`config.mk`:
```
export PLATFORM = sky130hd
export DESIGN_NAME = imem_boot_ctrl
export DESIGN_NICKNAME = d
export VERILOG_FILES = /design/src/rtl/imem_pkg.sv /design/src/rtl/imem_boot_ctrl.sv
export SDC_FILE = /design/constraint.sdc
export NUM_CORES = 1
export LEC_CHECK = 0
export BUFFER_PORTS_ARGS = -buffer_cell sky130_fd_sc_hd__buf_2
export CAP_MARGIN = 20
export CORE_ASPECT_RATIO = 0.6
export CORE_UTILIZATION = 35
export DETAILED_ROUTE_END_ITERATION = 8
export PLACE_DENSITY_LB_ADDON = 0.08
export REMOVE_ABC_BUFFERS = 1
export SETUP_SLACK_MARGIN = 0.1
export SLEW_MARGIN = 20
export SYNTH_ARGS = -nofsm -noshare
export SYNTH_HDL_FRONTEND = slang
export SYNTH_SLANG_ARGS = --single-unit
export TNS_END_PERCENT = 10
```
`constraint.sdc`:
```
create_clock -name clk -period 4.2 [get_ports clk]
set_input_delay 0.84 -clock clk [delete_from_list [all_inputs] [get_ports clk]]
set_output_delay 0.84 -clock clk [all_outputs]
set_load 0.01 [all_outputs]
```
`src/rtl/imem_pkg.sv`:
```
// Shared definitions for the IMEM boot controller.
//   imem_state_e : boot FSM state encoding, also exported on state_o
//   DEPTH        : default IMEM depth in words
//   ADDR_W       : default IMEM word-address width
package imem_pkg;

    localparam int DEPTH  = 131072;
    localparam int ADDR_W = $clog2(DEPTH);

    typedef enum logic [1:0] {
        IDLE = 2'd0,
        LOAD = 2'd1,
        RUN  = 2'd2,
        ERR  = 2'd3
    } imem_state_e;

endpackage

```
`src/rtl/imem_boot_ctrl.sv`:
```
// IMEM boot controller: loads an instruction image into an external IMEM
// and checks it against a modular checksum. It releases the core from reset
// only when the checksum matches. While the core runs, it translates fetch
// byte addresses into IMEM word addresses and traps illegal fetches.
//
// Ports
//   clk, rst_n               clock, synchronous active-low reset
//   ld_start/ld_len/ld_csum  start a load session of ld_len words, expected sum
//   ld_valid/ld_data         loader word stream, ld_ready = accept
//   mem_we/mem_waddr/wdata   IMEM write port
//   fetch_req/fetch_addr     core fetch (byte PC)
//   mem_raddr, fetch_valid   IMEM read address, fetch usable
//   core_rst_n               registered active-low core reset
//   done, err, state_o       status
//
// state | meaning
// ------+-----------------------------------------------------------
// IDLE  | after reset, waiting for ld_start
// LOAD  | accepting loader words, writing IMEM, accumulating the sum
// RUN   | image verified, core out of reset, fetches served
// ERR   | bad length, checksum mismatch or illegal fetch; await ld_start
module imem_boot_ctrl #(
    parameter int WIDTH  = 32,
    parameter int DEPTH  = imem_pkg::DEPTH,
    parameter int ADDR_W = $clog2(DEPTH)
) (
    input  logic              clk,
    input  logic              rst_n,
    input  logic              ld_start,
    input  logic [ADDR_W:0]   ld_len,
    input  logic [WIDTH-1:0]  ld_csum,
    input  logic              ld_valid,
    input  logic [WIDTH-1:0]  ld_data,
    output logic              ld_ready,
    output logic              mem_we,
    output logic [ADDR_W-1:0] mem_waddr,
    output logic [WIDTH-1:0]  mem_wdata,
    input  logic              fetch_req,
    input  logic [WIDTH-1:0]  fetch_addr,
    output logic [ADDR_W-1:0] mem_raddr,
    output logic              fetch_valid,
    output logic              core_rst_n,
    output logic              done,
    output logic              err,
    output logic [1:0]        state_o
);
    import imem_pkg::*;

    localparam logic [ADDR_W:0]  DEPTH_LEN  = (ADDR_W+1)'(DEPTH);
    localparam logic [WIDTH-3:0] DEPTH_WORD = (WIDTH-2)'(DEPTH);

    imem_state_e      state_q, state_d;
    logic [ADDR_W:0]  cnt_q;
    logic [ADDR_W:0]  len_q;
    logic [WIDTH-1:0] sum_q;
    logic [WIDTH-1:0] csum_q;
    logic             core_rst_q;
    logic             done_q;

    logic             len_ok;
    logic             accept;
    logic             last_word;
    logic [WIDTH-1:0] sum_next;
    logic             fault;
    logic             start_take;
    logic             ready_raw;
    logic             fetch_ok_raw;

    assign len_ok     = (ld_len != '0) && (ld_len <= DEPTH_LEN);
    assign accept     = (state_q == LOAD) && ld_valid;
    assign last_word  = (cnt_q == len_q - 1'b1);
    assign sum_next   = sum_q + ld_data;
    assign fault      = fetch_req && (state_q == RUN) &&
                        ((fetch_addr[1:0] != 2'b00) || (fetch_addr[WIDTH-1:2] >= DEPTH_WORD));
    // ld_start is ignored mid-load, so a new session can only open outside LOAD
    assign start_take = ld_start && (state_q != LOAD) && len_ok;

    always_comb begin
        state_d      = state_q;
        ready_raw    = 1'b0;
        fetch_ok_raw = 1'b0;
        case (state_q)
            IDLE, ERR: begin
                if (ld_start) state_d = len_ok ? LOAD : ERR;
            end
            LOAD: begin
                ready_raw = 1'b1;
                if (accept && last_word)
                    state_d = (sum_next == csum_q) ? RUN : ERR;
            end
            RUN: begin
                fetch_ok_raw = fetch_req && !fault;
                // a reload request takes priority over a fetch fault
                if (ld_start)   state_d = len_ok ? LOAD : ERR;
                else if (fault) state_d = ERR;
            end
            default: state_d = IDLE;
        endcase
    end

    always_ff @(posedge clk) begin
        if (!rst_n) begin
            state_q    <= IDLE;
            cnt_q      <= '0;
            len_q      <= '0;
            sum_q      <= '0;
            csum_q     <= '0;
            core_rst_q <= 1'b0;
            done_q     <= 1'b0;
        end else begin
            state_q <= state_d;
            if (start_take) begin
                len_q  <= ld_len;
                csum_q <= ld_csum;
                cnt_q  <= '0;
                sum_q  <= '0;
            end else if (accept) begin
                cnt_q <= cnt_q + 1'b1;
                sum_q <= sum_next;
            end
            core_rst_q <= (state_d == RUN);
            done_q     <= (state_d == RUN) && (state_q != RUN);
        end
    end

    // Handshake and status outputs are forced low for the whole reset cycle,
    // including the cycle before the reset edge takes effect on the state.
    assign ld_ready    = ready_raw && rst_n;
    assign mem_we      = accept && rst_n;
    assign mem_waddr   = cnt_q[ADDR_W-1:0];
    assign mem_wdata   = ld_data;
    assign mem_raddr   = fetch_addr[ADDR_W+1:2];
    assign fetch_valid = fetch_ok_raw && rst_n;
    assign core_rst_n  = core_rst_q;
    assign done        = done_q && rst_n;
    assign err         = (state_q == ERR) && rst_n;
    assign state_o     = state_q;

endmodule

```
==> results.cfg <==
[status]
status = completed

[yosys]
synth_most_common_cell = nand2_1
synth-seq-area-share_pct = 26.8
ys_async_sr_fraction_pct = 0
synth_cells = 1056
synth-edff-count = 0
synthTopCellsByArea = dfxtp_1 27%, nand2_1 9.7%, a21oi_1 8.4%
synth.top_cell.area_share_pct = 26.8
synth_flop_cell = dfxtp_1
synth_cell_types = 71
synth_seq_cells = 104
yosysWarnings = 0
syn-cell-area_um2 = 7760
yosys.area.top_type = dfxtp_1
synth_common_cells = 201 x nand2_1, 131 x a21oi_1, 104 x dfxtp_1
avgSynthCellArea_um2 = 7.35

[place]
gp_congestion = 0.894
numPortBuffers = 158
dp_hpwl_um = 20900
place_inst = 1459
pre_cts_ws_ps = -98.7
placed_area_um2 = 8870

[timing]
slew_viol_final = 0
rsz0062_at_grt = false
fin_worst_skew_ps = 5.89
min_period_ps = 3890
hold_violations = 0
layout_setup_ws_ps = 314
setup_viol = 0
worstMarginPinSlew_ps = 822
fmax_mhz = 257
max_slew_margin_pct = 44.5
whs_ps = 458
finalCritPeriodShare_pct = 92.5

[global_routing]
grt_overflow = 0
antenna_found_initial = 0
grt_pass1_wl_um = 40900
grt_start_max_net_pins = 39
grt_pass1_vias = 7008
grtUsageTotal_pct = 23.4

[cells_and_area]
syn_to_final_growth_pct = 18.3
insertedDiodeCount = 0
final_cells = 1473
num-fill-cells = 2284
final_nets = 1347
drive_gt1_share_pct = 23.9
final_area_um2 = 9180

[detailed_routing]
detail-route-antenna-nets = 0
first_pass_iters = 7
drt_iter0_drc = 601
route.detailed.drc = 0
routed_via_density = 5.25
routedWlPerCell_um = 17.9
routed_wl_um = 26400
dr_total_vias = 7738

[clock_tree]
clock_sinks = 104
h-tree-depth = 3
path_clk_slew_ps = 70
clock_latency_ps = 360
cts_root_buf = clkbuf_16
cts_made_buffers = 9
clock_path_buffers = 2
post_cts_buffers = 0
cts_tree = built

[worst_setup_path]
critPathArrivalTime_ps = 4140
worstPathMaxFanout = 6
start_kind = flop
critPathRequiredTime_ps = 4460
end_kind = flop
worstSetupPathType = reg -> reg

[floorplanning]
die_y_um = 117
ios = 193
initial_core_util_pct = 36.3
core_area_um2 = 21400
num_rows = 41
dieArea_um2 = 22800
dieWidth_um = 194

[job]
maxCapViolCount = 0

[power_and_ir_drop]
leakage_uw = 0.00385
power_uw = 3350
cellPowerDensity_nw_per_um2 = 365
irDropWorstVdd_v = 0.000193

[worst_hold_path]
holdCritPathClass = reg -> reg
cells by family (layout without fill, tap and decap cells):
| group | count (synthesis) | in the layout | share of synthesized area [%] |
|---|---|---|---|
| compound gates | 250 | 250 | 19.6 |
| xor+xnor | 91 | 91 | 10.9 |
| fa+ha+maj | 37 | 37 | 6.06 |
| buf+inv | 135 | 273 | 9.72 |
| flops | 104 | 104 | 26.8 |
| mux | 1 | 1 | 0.129 |
| simple gates | 438 | 438 | 26.8 |
where the power goes:
group,switching (uW),internal [uW]
logic,801,559
clock network,386,458
registers,75.5,1070
total,1260,2090
layer usage:
layer | vias up | routed length (um) | GRT usage (%) | part of all wire (%)
met5 | - | 0 | 0 | 0
met4 | 0 | 163 | 4.02 | 0.62
met3 | 13 | 1880 | 4.83 | 7.1
li1 | 3912 | - | - | -
met2 | 282 | 9390 | 28.9 | 36
met1 | 3531 | 15000 | 39.2 | 57
sequential cells by signal, indices dropped and copies added (netlist names):
| register | cells |
|---|---|
| csum_q | 32 |
| sum_q | 32 |
| cnt_q | 18 |
| len_q | 18 |
| state_o | 2 |
| core_rst_n | 1 |
| done_q | 1 |
stage by stage:
stage | setup TNS (ps) | utilization (%)
CTS | 0 | 42.8
finish | 0 | 42.9
global route | 0 | 42.9
floorplan | 0 | -
global placement | -170 | 41.5
detailed placement | -164 | 41.5
layout by cell type, fill, tap and decap left out, types with 3 or more instances in the layout:
cell type	n
nand4_1	23
and2_1	6
and4_1	4
nor4_1	16
xnor2_1	44
xor2_1	43
nor2_1	75
nor2b_1	7
inv_1	18
o21a_1	11
or3_1	5
a311o_2	3
o22ai_1	4
o21bai_1	3
a211oi_1	17
clkbuf_16	9
o31ai_1	5
nand2_1	200
buf_4	81
nor4_2	3
nand2b_1	7
ha_1	36
or2_2	6
o21ai_0	33
nand3b_1	8
buf_2	158
and3_1	7
dfxtp_1	104
a31oi_1	3
nand3_1	24
a21o_1	7
o311ai_0	3
o211ai_1	5
a21oi_1	130
nor3_1	23
or4_1	3
area by class of cell:
cell class,instances,area (um^2),share of cell area (%)
Inverter,18,67.6,0.736
Timing Repair Buffer,241,1440,15.7
Multi-Input combinational cell,817,4970,54.1
Clock inverter,3,43.8,0.477
Clock buffer,11,233,2.54
Sequential cell,104,2080,22.7
Tap cell,279,349,3.80
path summary, 6_finish.rpt:
check | start | end | slack, ps | depth (start not counted)
max | len_q[0]$_SDFFE_PN0P_ | state_o[0]$_SDFF_PN0_ | 310 | 12
min | sum_q[26]$_SDFFE_PP0P_ | sum_q[26]$_SDFFE_PP0P_ | 460 | 2
max reg2reg | len_q[0]$_SDFFE_PN0P_ | state_o[0]$_SDFF_PN0_ | 310 | 12
min reg2reg | sum_q[26]$_SDFFE_PP0P_ | sum_q[26]$_SDFFE_PP0P_ | 460 | 2
worst max-delay path, cell delays in order (launching register included):
cell	delay, ps
dfxtp_1	350
inv_1	70
ha_1	160
or4b_4	540
or3_4	380
xnor2_1	150
nor4b_2	220
a211oi_1	110
or4_4	570
or4_1	550
nor4_2	170
nand4_1	220
and3_2	270
repair_timing:
action,4_1_cts,5_1_grt
resized for setup,0,6
hold buffers,0,0
endpoints found under the setup margin,0,3
(Power assumes the default switching activity.)
